## src/rtl/output_dispatcher_pkg.sv

```systemverilog
// Shared types and sizing helpers for the multi-channel output dispatcher.
package output_dispatcher_pkg;

    localparam int unsigned TIMEOUT_CNT_W = 16;

    localparam logic [2:0] ST_IDLE    = 3'd0;
    localparam logic [2:0] ST_READ    = 3'd1;
    localparam logic [2:0] ST_CAPTURE = 3'd2;
    localparam logic [2:0] ST_HOLD    = 3'd3;
    localparam logic [2:0] ST_GAP     = 3'd4;

    typedef enum logic [2:0] {
        IDLE    = ST_IDLE,
        READ    = ST_READ,
        CAPTURE = ST_CAPTURE,
        HOLD    = ST_HOLD,
        GAP     = ST_GAP
    } state_e;

    // Channel index width; a single channel still gets a 1-bit index.
    function automatic int unsigned ch_width(input int unsigned n);
        return (n <= 1) ? 1 : $clog2(n);
    endfunction

endpackage

```

## src/rtl/output_dispatcher_rr_arbiter.sv

```systemverilog
// Combinational round-robin arbiter: first requester above ptr, with wrap-around.
module rr_arbiter
    import output_dispatcher_pkg::*;
#(
    parameter int unsigned N = 4
)(
    input  logic [N-1:0]             req,
    input  logic [ch_width(N)-1:0]   ptr,
    output logic [N-1:0]             grant,
    output logic [ch_width(N)-1:0]   grant_idx,
    output logic                     grant_valid
);

    localparam int unsigned IW = ch_width(N);

    // Search ptr+1, ptr+2, ... ptr+N (mod N); the first hit wins.
    always_comb begin
        int unsigned cand;
        cand        = 0;
        grant       = '0;
        grant_idx   = '0;
        grant_valid = 1'b0;
        for (int unsigned i = 1; i <= N; i++) begin
            cand = 32'(ptr) + i;
            if (cand >= N) begin
                cand = cand - N;
            end
            if (!grant_valid && req[IW'(cand)]) begin
                grant_valid       = 1'b1;
                grant_idx         = IW'(cand);
                grant[IW'(cand)]  = 1'b1;
            end
        end
    end

endmodule

```

## src/rtl/output_dispatcher.sv

```systemverilog
// Round-robin drain of several FIFOs onto one tagged output bus with an IRQ per word.
module output_dispatcher
    import output_dispatcher_pkg::*;
#(
    parameter int unsigned DATA_W   = 11,
    parameter int unsigned CHANNELS = 4,
    parameter int unsigned LEVEL_W  = 4,
    parameter int unsigned IRQ_HOLD = 36,
    parameter int unsigned ACK_MODE = 0
)(
    input  logic                           clock,
    input  logic                           reset,
    input  logic [CHANNELS*DATA_W-1:0]     fifo_data_in,
    input  logic [CHANNELS*LEVEL_W-1:0]    fifo_level,
    output logic [CHANNELS-1:0]            fifo_read_request,
    output logic [DATA_W-1:0]              data_out,
    output logic [ch_width(CHANNELS)-1:0]  channel_out,
    output logic                           IRQ,
    input  logic                           irq_ack,
    output logic [TIMEOUT_CNT_W-1:0]       timeout_count,
    output logic                           busy
);

    localparam int unsigned CH_W = ch_width(CHANNELS);
    localparam int unsigned HC_W = $clog2(IRQ_HOLD + 1);
    localparam logic [HC_W-1:0] HOLD_LAST = HC_W'(IRQ_HOLD - 1);
    localparam logic [TIMEOUT_CNT_W-1:0] TO_MAX = '1;
    localparam logic ACK_EN = (ACK_MODE != 0);

    state_e                     state_q, state_d;
    logic [CH_W-1:0]            ptr_q, ptr_d;
    logic [CH_W-1:0]            gidx_q, gidx_d;
    logic [HC_W-1:0]            hold_cnt_q, hold_cnt_d;
    logic [CHANNELS-1:0]        rd_d;
    logic [DATA_W-1:0]          data_d;
    logic [CH_W-1:0]            chan_d;
    logic                       irq_d;
    logic [TIMEOUT_CNT_W-1:0]   to_d;
    logic                       busy_d;

    logic [CHANNELS-1:0]        req;
    logic [CHANNELS-1:0]        arb_grant;
    logic [CH_W-1:0]            arb_idx;
    logic                       arb_valid;

    // A channel requests service whenever its fill level is nonzero.
    always_comb begin
        req = '0;
        for (int unsigned k = 0; k < CHANNELS; k++) begin
            req[k] = |fifo_level[k*LEVEL_W +: LEVEL_W];
        end
    end

    rr_arbiter #(
        .N (CHANNELS)
    ) u_arb (
        .req         (req),
        .ptr         (ptr_q),
        .grant       (arb_grant),
        .grant_idx   (arb_idx),
        .grant_valid (arb_valid)
    );

    // State and registered outputs.
    always_ff @(posedge clock) begin
        if (reset) begin
            state_q           <= IDLE;
            ptr_q             <= CH_W'(CHANNELS - 1);
            gidx_q            <= '0;
            hold_cnt_q        <= '0;
            fifo_read_request <= '0;
            data_out          <= '0;
            channel_out       <= '0;
            IRQ               <= 1'b0;
            timeout_count     <= '0;
            busy              <= 1'b0;
        end else begin
            state_q           <= state_d;
            ptr_q             <= ptr_d;
            gidx_q            <= gidx_d;
            hold_cnt_q        <= hold_cnt_d;
            fifo_read_request <= rd_d;
            data_out          <= data_d;
            channel_out       <= chan_d;
            IRQ               <= irq_d;
            timeout_count     <= to_d;
            busy              <= busy_d;
        end
    end

    // Next-state and next-output logic.
    always_comb begin
        state_d    = state_q;
        ptr_d      = ptr_q;
        gidx_d     = gidx_q;
        hold_cnt_d = hold_cnt_q;
        rd_d       = '0;
        data_d     = data_out;
        chan_d     = channel_out;
        irq_d      = IRQ;
        to_d       = timeout_count;

        case (state_q)
            IDLE: begin
                if (arb_valid) begin
                    state_d = READ;
                    rd_d    = arb_grant;
                    ptr_d   = arb_idx;
                    gidx_d  = arb_idx;
                end
            end
            READ: begin
                state_d = CAPTURE;
            end
            CAPTURE: begin
                for (int unsigned k = 0; k < CHANNELS; k++) begin
                    if (gidx_q == CH_W'(k)) begin
                        data_d = fifo_data_in[k*DATA_W +: DATA_W];
                    end
                end
                chan_d     = gidx_q;
                irq_d      = 1'b1;
                hold_cnt_d = '0;
                state_d    = HOLD;
            end
            HOLD: begin
                // Ack beats a coinciding timeout.
                if (ACK_EN && irq_ack) begin
                    irq_d   = 1'b0;
                    state_d = GAP;
                end else if (hold_cnt_q == HOLD_LAST) begin
                    irq_d   = 1'b0;
                    state_d = GAP;
                    if (ACK_EN && (timeout_count != TO_MAX)) begin
                        to_d = timeout_count + 1'b1;
                    end
                end else begin
                    hold_cnt_d = hold_cnt_q + 1'b1;
                end
            end
            GAP: begin
                state_d = IDLE;
            end
            default: begin
                state_d = IDLE;
                irq_d   = 1'b0;
            end
        endcase

        busy_d = (state_d != IDLE);
    end

endmodule

```

## config.mk

```make
export PLATFORM = sky130hd
export DESIGN_NAME = output_dispatcher
export DESIGN_NICKNAME = d
export VERILOG_FILES = /design/src/rtl/output_dispatcher_pkg.sv /design/src/rtl/output_dispatcher_rr_arbiter.sv /design/src/rtl/output_dispatcher.sv
export SDC_FILE = /design/constraint.sdc
export NUM_CORES = 1
export LEC_CHECK = 0
export ABC_AREA = 1
export CAP_MARGIN = 20
export CORE_MARGIN = 3
export CORE_UTILIZATION = 43
export CTS_BUF_LIST = sky130_fd_sc_hd__clkbuf_8
export DETAILED_ROUTE_END_ITERATION = 8
export PLACE_DENSITY = 0.83
export SLEW_MARGIN = 5
export SYNTH_ARGS = -nofsm -noshare
export SYNTH_HDL_FRONTEND = slang
export SYNTH_SLANG_ARGS = --single-unit
```

## constraint.sdc

```tcl
create_clock -name clock -period 2.61 [get_ports clock]
set_input_delay 0.3915 -clock clock [delete_from_list [all_inputs] [get_ports clock]]
set_output_delay 0.3915 -clock clock [all_outputs]
set_load 0.005 [all_outputs]
```

==> results of run 1 <==
==> layout make-up <==
type                       count  area, um2
tap                           65       81.3
clock inverter                 3       18.8
multi-input combinational    231       1290
clock buffer                   5       68.8
timing repair buffer          87        853
fill                         435       1530
sequential                    32        641
inverter                      22       85.1
==> worst max-delay path by stage <==
| stage | endpoint | slack, ps |
|---|---|---|
| after global placement | ptr_q[1]$_SDFFE_PP1P_ | 600 |
| after floorplan | gidx_q[0]$_SDFFE_PP0P_ | 760 |
| after CTS | ptr_q[1]$_SDFFE_PP1P_ | 560 |
| after global routing | fifo_read_request[3]$_SDFF_PP0_ | 350 |
| final | ptr_q[1]$_SDFFE_PP1P_ | 560 |
| after detailed placement | ptr_q[1]$_SDFFE_PP1P_ | 570 |
==> stage by stage <==
| stage | utilization [%] | instances |
|---|---|---|
| 3_5_place_dp | 64.7 | 437 |
| 4_1_cts | 66.6 | 445 |
| 2_1_floorplan | - | 313 |
| 3_3_place_gp | 64.7 | 437 |
| 5_1_grt | 66.6 | 445 |
| 6_report | 66.6 | 445 |
==> metal layers <==
layer	vias to the layer above	share of wire, %
met5	-	0
met4	0	1.3
met3	5	3.5
met2	54	51
met1	991	45
li1	1141	-
==> cells in the final DEF (no fill, tap or decap) <==
cell type        netlist  final
clkdlybuf4s50_1        0     80
nand2_1               49     49
dfxtp_1               32     32
nor2_1                32     32
o21ai_0               28     28
a21oi_1               22     22
nand3_1               20     20
inv_1                 19     19
conb_1                 1     16
o211ai_1              13     13
o31ai_1               11     11
ha_1                   9      9
buf_4                 16      7
nand3_2                5      5
a21oi_2                5      5
clkbuf_8               0      5
nor3_1                 4      4
nand2_4                4      4
inv_2                  2      2
nor3_2                 2      2
clkinv_2               0      2
nor2_8                 1      1
o21ai_1                1      1
nand3_4                1      1
or2_2                  1      1
nor2_4                 1      1
inv_4                  1      1
nor2_2                 1      1
xor2_1                 1      1
and3_1                 1      1
o211a_1                1      1
a21boi_0               1      1
nand2_2                1      1
clkinv_4               0      1
==> cells by family after synthesis <==
logic type	after synthesis	synth area share (%)
flops	32	30.1
simple gates	123	28.8
other cells	1	0.176
buf+inv	50	11.9
compound gates	82	23.3
fa+ha+maj	9	5.29
xor+xnor	1	0.412
==> worst reg2reg max path, cell delays in order, from the launching register on <==
cell and delay, ps:
dfxtp_1 470, inv_1 230, ha_1 390, inv_1 90, nand3_2 100, nand2_4 110, nor2_8 130, nand3_4 100
nand2_4 90, inv_4 50, nand2_2 80, o211ai_1 80
==> synth_stat cells, drive strengths merged <==
cell type / instances
buf: 19
xor2: 1
a21oi: 27
nand2: 54
o211ai: 13
ha: 9
dfxtp: 32
clkbuf: 9
o211a: 1
nor2: 35
or2: 1
o21ai: 29
a21boi: 1
o31ai: 11
nor3: 6
and3: 1
inv: 22
nand3: 26
conb: 1
==> power by group through the flow <==
stage / Clock [mW] / Combinational [mW] / Sequential, mW
5_1_grt: 0.402 / 1.70 / 0.670
3_3_place_gp: 0 / 1.47 / 0.663
2_1_floorplan: 0 / 1.04 / 0.682
3_5_place_dp: 0 / 1.51 / 0.668
4_1_cts: 0.381 / 1.52 / 0.657
6_report: 0.372 / 1.51 / 0.657
==> sequential cells by signal, summed over array words and instances, names as in the netlist <==
| signal | count |
|---|---|
| state_q | 3 |
| channel_out | 2 |
| gidx_q | 2 |
| IRQ | 1 |
| data_out | 11 |
| ptr_q | 2 |
| busy | 1 |
| hold_cnt_q | 6 |
| fifo_read_request | 4 |
==> out/qor.yml, run 1 <==
timing:
  drv_slew: 0
  setup_viol: 0
  clock-skew-final_ps: 8.14
  period_minus_slack_ps: 2050
  hold_violations: 0
  fin_setup_tns_ps: 0
  rsz0062_at_grt: "no"
  fin_hold_ws_ps: 462
  fin_ws_ps: 563
  fmax_ghz: 0.489
  post-route-period-util_pct: 78.4
clock_network:
  cts_resized: 0
  cts_setup_buffers: 0
  cts_htree_levels: 2
  cts_tree: "done"
  clk_pin_slew_worst_paths_ps: 70
  cts_num_sinks: 32
  root_buffer: "clkbuf_8"
  clk_path_buf_depth: 2
  insertion_delay_ps: 290
  hold_buffers: 0
  cts_made_buffers: 5
min_path:
  min-delay-path-class: "flop to flop"
  min_to: "data_out[0]$_SDFFE_PP0P_"
  hold_depth: 2
  hold_start: "data_out[0]$_SDFFE_PP0P_"
place:
  hpwl_um: 4570
  gp_congestion: 0.811
  pre_cts_ws_ps: 568
  dpl_cell_area_mm2: 0.00295
  io_buffer_count: 80
synthesis:
  avgSynthCellArea_um2: 7.14
  synth_top_cell_area_share_pct: 30.1
  netlist_instances: 298
  yosysTopAreaCell: "dfxtp_1"
  ys_seq_area_share_pct: 30.1
  ys_ff_latch: 32
  netlist_area_mm2: 0.00213
  yosys-top-cells-area: "dfxtp_1 30%, nand2_1 8.6%, o21ai_0 6.6%, buf_4 5.6%, nor2_1 5.6%"
  yosys_warnings: 0
  synthDistinctLibCells: 33
setup_path:
  start_kind: "flop"
  crit_chain: "inv_1, ha_1, inv_1, nand3_2, nand2_4, nor2_8, nand3_4, nand2_4, inv_4, nand2_2, o211ai_1"
  rr_startpoint: "ptr_q[1]$_SDFFE_PP1P_"
  cp_max_fo: 10
  worstPathRequired_ps: 2770
  cp.depth: 11
  crit_start: "ptr_q[1]$_SDFFE_PP1P_"
  endpoint_kind: "flop"
  worst_r2r_endpoint: "ptr_q[1]$_SDFFE_PP1P_"
  critPathSlowestCell: "dfxtp_1"
  r2r_slack_ps: 560
  crit_family: "simple AND/OR/NAND/NOR gates"
  reg2reg_depth: 11
  critPathArrivalTime_ps: 2210
  critPathBufInv: 3
  crit_type: "flop to flop"
  max_stage_delay_ps: 470
routing:
  drt-initial-drc-count: 103
  dr_total_vias: 2191
  dr.pass1.iters: 4
  via_per_inst: 4.92
  antenna_left: 0
  route.detailed.drc: 0
  drt_wl_total_um: 5660
  drt-wirelength-per-cell_um: 12.7
power:
  irDropWorstVdd_mv: 0.588
  sw_frac_of_total_pct: 45.5
  power.density_mw_per_mm2: 836
  clockPowerShare_pct: 14.6
  cell_internal_pwr_mw: 1.39
  leakagePower_nw: 1.26
  finalPower_mw: 2.54
  combPwrFrac_pct: 59.5
  power_frac_seq_pct: 25.9
  p_sw_mw: 1.16
floorplanning:
  core_mm2: 0.00456
  io_pins: 98
  placementRows: 24
  die_w_um: 76.4
  initial_utilization_pct: 46.6
  fp.dieH_um: 76.4
  dieArea_mm2: 0.00583
grt:
  met2_usage_pct: 33.6
  grt_pass1_wl_um: 9430
  track_usage_pct: 19.5
  grt_busiest_layer: "met2"
  grt_pass1_vias: 2038
  grtUsageMet1_pct: 24.9
  grt_max_degree: 27
  met3_usage_pct: 2.36
  grt_overflow: 0
  antenna_found_initial: 0
layout:
  synthToLayoutAreaGrowth_pct: 42.8
  antennaDiodeCount: 0
  final_layout_size_suffix_gt1_share_pct: 10.5
  fin_nets: 451
  finish.instance_area_mm2: 0.00304
job:
  cap_violations: 0
run_status:
  status: "finished, final reports clean"
Note: power is estimated with default switching activity, not from simulation.
==> run 2: changes to the inputs <==
==> constraint.sdc (replaced) <==
create_clock -name clock -period 2 [get_ports clock]
set_input_delay 0.3 -clock clock [delete_from_list [all_inputs] [get_ports clock]]
set_output_delay 0.3 -clock clock [all_outputs]
set_load 0.005 [all_outputs]
==> run 2 against run 1 <==
Effect of this change: global-route usage down 0.18 points; clock-buffer cell count increased by 2; clock skew down 3.3 ps; cell area rose by 2.3%; combinational power up 33%; die area unchanged; register-to-register slack got worse by 270 ps; cell count increased by 0.90%; non-clock buffer count grew 4; critical path type unchanged.
==> out/qor.yml, run 2 (same netlist as run 1, synthesis figures left out) <==
run_status:
  status: "finished, final reports clean"  # unchanged
routing:
  dr_total_vias: 2209  # was 2191
  via_per_inst: 4.92  # about the same
  antenna_left: 0  # unchanged
  drt-initial-drc-count: 131  # was 103
  drt_wl_total_um: 5630  # was 5660 um
  route.detailed.drc: 0  # unchanged
  drt-wirelength-per-cell_um: 12.5  # was 12.7 um
  dr.pass1.iters: 4  # unchanged
layout:
  regMostFlops: "data_out"  # unchanged
  mostFrequentLayoutCell: "clkdlybuf4s50_1"  # unchanged
  fin_nets: 455  # was 451
  multi_input_area_mm2: 0.00129  # unchanged
  reg_top3: "data_out (11), hold_cnt_q (6), fifo_read_request (4)"  # unchanged
  finish.instance_area_mm2: 0.00311  # was 0.00304 mm2
  synthToLayoutAreaGrowth_pct: 46.0  # was 42.8%
  largest_reg_flops: 11  # unchanged
  seqCellArea_um2: 641  # unchanged
  antennaDiodeCount: 0  # unchanged
  fillCellCount: 408  # was 435
  final_layout_size_suffix_gt1_share_pct: 11.5  # was 10.5%
  final_cell_mix: "80 x clkdlybuf4s50_1, 49 x nand2_1, 32 x dfxtp_1, 32 x nor2_1, 28 x o21ai_0"  # unchanged
floorplanning:
  io_pins: 98  # unchanged
  dieArea_mm2: 0.00583  # unchanged
  core_mm2: 0.00456  # unchanged
  initial_utilization_pct: 46.6  # unchanged
  die_w_um: 76.4  # unchanged
  fp.dieH_um: 76.4  # unchanged
  placementRows: 24  # unchanged
place:
  io_buffer_count: 80  # unchanged
  dpl_cell_area_mm2: 0.00298  # was 0.00295 mm2
  gp_congestion: 0.809  # was 0.811
  hpwl_um: 4590  # was 4570 um
setup_path:
  start_kind: "flop"  # unchanged
  cp_max_fo: 4  # was 10
  r2r_slack_ps: 290  # was 560 ps
  worst_r2r_endpoint: "fifo_read_request[2]$_SDFF_PP0_"  # was ptr_q[1]$_SDFFE_PP1P_
  worstPathRequired_ps: 2210  # was 2770 ps
  rr_startpoint: "ptr_q[0]$_SDFFE_PP1P_"  # was ptr_q[1]$_SDFFE_PP1P_
  crit_start: "ptr_q[0]$_SDFFE_PP1P_"  # was ptr_q[1]$_SDFFE_PP1P_
  critPathArrivalTime_ps: 1920  # was 2210 ps
  endpoint_kind: "flop"  # unchanged
  reg2reg_depth: 9  # was 11
  crit_type: "flop to flop"  # unchanged
  cp-endpoint: "fifo_read_request[2]$_SDFF_PP0_"  # was ptr_q[1]$_SDFFE_PP1P_
min_path:
  hold_start: "data_out[9]$_SDFFE_PP0P_"  # was data_out[0]$_SDFFE_PP0P_
  min-delay-path-class: "flop to flop"  # unchanged
clock_network:
  insertion_delay_ps: 280  # was 290 ps
  cts_resized: 0  # unchanged
  cts_num_sinks: 32  # unchanged
  cts_htree_levels: 2  # unchanged
  cts_tree: "done"  # unchanged
  clk_path_buf_depth: 2  # unchanged
  root_buffer: "clkbuf_8"  # unchanged
  clk_pin_slew_worst_paths_ps: 70  # about the same
  cts_setup_buffers: 0  # unchanged
  cts_made_buffers: 5  # unchanged
  hold_buffers: 0  # unchanged
grt:
  antenna_found_initial: 0  # unchanged
  grt_pass1_vias: 2083  # was 2038
  grt_overflow: 0  # unchanged
  grt_max_degree: 17  # was 27
  grt_pass1_wl_um: 9270  # was 9430 um
  track_usage_pct: 19.3  # was 19.5%
timing:
  fmax_ghz: 0.586  # was 0.489 GHz
  max_slew_margin_pct: 51.0
  rsz0062_at_grt: "no"  # unchanged
  drv_slew: 0  # unchanged
  clock-skew-final_ps: 4.80  # was 8.14 ps
  setup_viol: 0  # unchanged
  post-route-period-util_pct: 85.4  # was 78.4%
  fin_setup_tns_ps: 0  # unchanged
  tightest_slew_ps: 732
  period_minus_slack_ps: 1710  # was 2050 ps
  hold_violations: 0  # unchanged
power:
  power.density_mw_per_mm2: 1140  # was 836 mW/mm2
  leakagePower_nw: 1.29  # was 1.26 nW
  irDropWorstVdd_mv: 0.653  # was 0.588 mV
job:
  cap_violations: 0  # unchanged
[run 2: metrics by stage]
step                cells  power [mW]  setup slack, ps  hold slack, ps  util, %
floorplan             313        2.24              150             445        -
global placement      441        2.83             89.0             439     65.3
detailed placement    441        2.88             40.8             446     65.3
CTS                   449        3.56              294             463     68.1
global route          449        3.85              112             478     68.1
finish                449        3.54              293             456     68.1
[run 2: worst min-delay path by stage]
| stage | depth (start not counted) | end | slack, ps |
|---|---|---|---|
| 2_1_floorplan | 2 | hold_cnt_q[5]$_SDFFE_PP0P_ | 450 |
| 3_3_place_gp | 2 | data_out[8]$_SDFFE_PP0P_ | 440 |
| 3_5_place_dp | 2 | data_out[2]$_SDFFE_PP0P_ | 450 |
| 4_1_cts | 2 | data_out[2]$_SDFFE_PP0P_ | 460 |
| 5_1_grt | 2 | data_out[9]$_SDFFE_PP0P_ | 480 |
| 6_report | 2 | data_out[9]$_SDFFE_PP0P_ | 460 |
[run 2: area by class of cell]
| type | count | area share [%] |
|---|---|---|
| Timing Repair Buffer | 91 | 28.4 |
| Inverter | 22 | 2.74 |
| Multi-Input combinational cell | 231 | 41.5 |
| Tap cell | 65 | 2.62 |
| Sequential cell | 32 | 20.6 |
| Clock inverter | 1 | 0.966 |
| Clock buffer | 7 | 3.10 |
[run 2: power by group]
group	internal, mW	switching (mW)
clock network	0.439	0.228
registers	0.776	0.0927
logic	0.830	1.18
total	2.05	1.50
[run 2: worst max-delay path: stages, from the launching register on]
cell	delay (ps)
dfxtp_1	350
inv_2	40
ha_1	330
inv_1	120
nand3_1	90
nand2_1	120
inv_2	80
nor3_2	230
a21oi_1	140
a21oi_2	140
[run 2: routing by layer]
layer / routed length [um] / track usage [%] / up-vias
li1: - / - / 1147
met1: 2460 / 23.8 / 1002
met2: 2870 / 33.8 / 52
met3: 207 / 3.19 / 8
met4: 91 / 6.70 / 0
met5: 0 / 0 / -
==> run 3: changes to the inputs <==
--- a/config.mk
+++ b/config.mk
@@ -11,6 +11,7 @@
 export CORE_UTILIZATION = 43
 export CTS_BUF_LIST = sky130_fd_sc_hd__clkbuf_8
 export DETAILED_ROUTE_END_ITERATION = 8
+export MAX_ROUTING_LAYER = met4
 export PLACE_DENSITY = 0.83
 export SLEW_MARGIN = 5
 export SYNTH_ARGS = -nofsm -noshare
==> run 3 against run 2 <==
Effect of this change: first-iteration DRC count did not move; global-route usage is 0.54 points higher; non-clock buffer count did not move; clock power hardly changed; die area unchanged; clock-buffer cell count did not move; hold slack barely moved; worst setup slack unchanged; largest power group unchanged; combinational power is essentially flat; clock skew hardly changed; via count is the same.
==> out/qor.yml, run 3 (same netlist as run 1, synthesis figures left out) <==
run_status:
  status: "finished, final reports clean"  # unchanged
layout:
  multi_input_area_mm2: 0.00129  # unchanged
  final_layout_size_suffix_gt1_share_pct: 11.5  # unchanged
  final_cell_mix: "80 x clkdlybuf4s50_1, 49 x nand2_1, 32 x dfxtp_1, 32 x nor2_1, 28 x o21ai_0"  # unchanged
  fillCellCount: 408  # unchanged
  antennaDiodeCount: 0  # unchanged
  seqCellArea_um2: 641  # unchanged
  synthToLayoutAreaGrowth_pct: 46.0  # unchanged
  regMostFlops: "data_out"  # unchanged
  reg_top3: "data_out (11), hold_cnt_q (6), fifo_read_request (4)"  # unchanged
  mostFrequentLayoutCell: "clkdlybuf4s50_1"  # unchanged
  fin_nets: 455  # unchanged
  largest_reg_flops: 11  # unchanged
routing:
  met1_length_um: 2470  # was 2460 um
  drt_wl_total_um: 5630  # unchanged
  via_per_inst: 4.92  # unchanged
  dr_total_vias: 2209  # unchanged
  drt-initial-drc-count: 131  # unchanged
  antenna_left: 0  # unchanged
  drt-wirelength-per-cell_um: 12.5  # unchanged
  highest_layer: "met4"  # unchanged
  dr.pass1.iters: 4  # unchanged
  route.detailed.drc: 0  # unchanged
  wl_met2_um: 2870  # about the same
  met3_wirelength_um: 197  # was 207 um
timing:
  drv_slew: 0  # unchanged
  setup_viol: 0  # unchanged
  clock-skew-final_ps: 4.80  # about the same
  tightest_slew_ps: 732  # unchanged
  hold_violations: 0  # unchanged
  post-route-period-util_pct: 85.4  # unchanged
  rsz0062_at_grt: "no"  # unchanged
  max_slew_margin_pct: 51.0  # unchanged
  fin_setup_tns_ps: 0  # unchanged
  period_minus_slack_ps: 1710  # unchanged
  fmax_ghz: 0.586  # unchanged
clock_network:
  hold_buffers: 0  # unchanged
  cts_num_sinks: 32  # unchanged
  cts_htree_levels: 2  # unchanged
  insertion_delay_ps: 280  # about the same
  root_buffer: "clkbuf_8"  # unchanged
  clk_pin_slew_worst_paths_ps: 70  # about the same
  cts_tree: "done"  # unchanged
  cts_made_buffers: 5  # unchanged
  clk_path_buf_depth: 2  # unchanged
  cts_resized: 0  # unchanged
  cts_setup_buffers: 0  # unchanged
power:
  clockPowerShare_pct: 18.8  # about the same
  irDropWorstVdd_mv: 0.653  # unchanged
  sw_frac_of_total_pct: 42.2  # about the same
  combPwrFrac_pct: 56.6  # about the same
  finalPower_mw: 3.54  # unchanged
  p_sw_mw: 1.50  # about the same
  power.density_mw_per_mm2: 1140  # unchanged
  power_frac_seq_pct: 24.5  # about the same
  leakagePower_nw: 1.29  # unchanged
  cell_internal_pwr_mw: 2.05  # unchanged
grt:
  grt_pass1_vias: 2083  # unchanged
  grt_max_degree: 17  # unchanged
  grt_pass1_wl_um: 9270  # unchanged
  antenna_found_initial: 0  # unchanged
  track_usage_pct: 19.9  # was 19.3%
  grt_overflow: 0  # unchanged
setup_path:
  start_kind: "flop"  # unchanged
  worstPathRequired_ps: 2210  # about the same
  critPathArrivalTime_ps: 1920  # about the same
  crit_type: "flop to flop"  # unchanged
  cp_max_fo: 4  # unchanged
  endpoint_kind: "flop"  # unchanged
floorplanning:
  fp.dieH_um: 76.4  # unchanged
  core_mm2: 0.00456  # unchanged
  io_pins: 98  # unchanged
  dieArea_mm2: 0.00583  # unchanged
  die_w_um: 76.4  # unchanged
  initial_utilization_pct: 46.6  # unchanged
  placementRows: 24  # unchanged
min_path:
  min-delay-path-class: "flop to flop"  # unchanged
place:
  hpwl_um: 4590  # unchanged
  gp_congestion: 0.821  # was 0.809
  io_buffer_count: 80  # unchanged
job:
  cap_violations: 0  # unchanged
run 3: cell counts in the layout (fill, tap and decap cells not counted):
No cell type changed its count.
run 3: area by class of cell:
| class | instances | area share, % |
|---|---|---|
| Multi-Input combinational cell | 231 | 41.5 |
| Timing Repair Buffer | 91 | 28.4 |
| Sequential cell | 32 | 20.6 |
| Clock buffer | 7 | 3.10 |
| Inverter | 22 | 2.74 |
| Tap cell | 65 | 2.62 |
| Clock inverter | 1 | 0.966 |
run 3: path summary, 6_finish.rpt:
path | from | endpoint | slack (ps) | cells past startpoint
worst min register to register | data_out[9]$_SDFFE_PP0P_ | data_out[9]$_SDFFE_PP0P_ | 460 | 2
worst min-delay path | data_out[9]$_SDFFE_PP0P_ | data_out[9]$_SDFFE_PP0P_ | 460 | 2
worst max-delay path | ptr_q[0]$_SDFFE_PP1P_ | fifo_read_request[2]$_SDFF_PP0_ | 290 | 9
worst max register to register | ptr_q[0]$_SDFFE_PP1P_ | fifo_read_request[2]$_SDFF_PP0_ | 290 | 9
run 3: metal layers:
metal	up-vias	track usage (%)
li1	1147	-
met1	1002	24.0
met2	52	33.8
met3	8	2.96
met4	0	6.70
met5	-	-
run 3: power by group through the flow:
stage	combinational (mW)	sequential, mW	clock (mW)
floorplan	1.35	0.890	0
global placement	1.96	0.874	0
detailed placement	2.00	0.879	0
CTS	2.01	0.869	0.680
global route	2.25	0.890	0.705
finish	2.01	0.869	0.667
run 3: critical path, stage by stage (launching register included):
cell and delay [ps]:
dfxtp_1 350, inv_2 40, ha_1 330, inv_1 120, nand3_1 90, nand2_1 120, inv_2 80, nor3_2 230
a21oi_1 140, a21oi_2 140
run 3: metrics by stage:
step	cells	setup WS (ps)	utilization, %	cell area (um2)	hold WS (ps)
finish	449	293	68.1	3110	456
global route	449	112	68.1	3110	478
CTS	449	294	68.1	3110	463
detailed placement	441	40.8	65.3	2980	446
global placement	441	89.0	65.3	2980	439
floorplan	313	150	-	2180	445
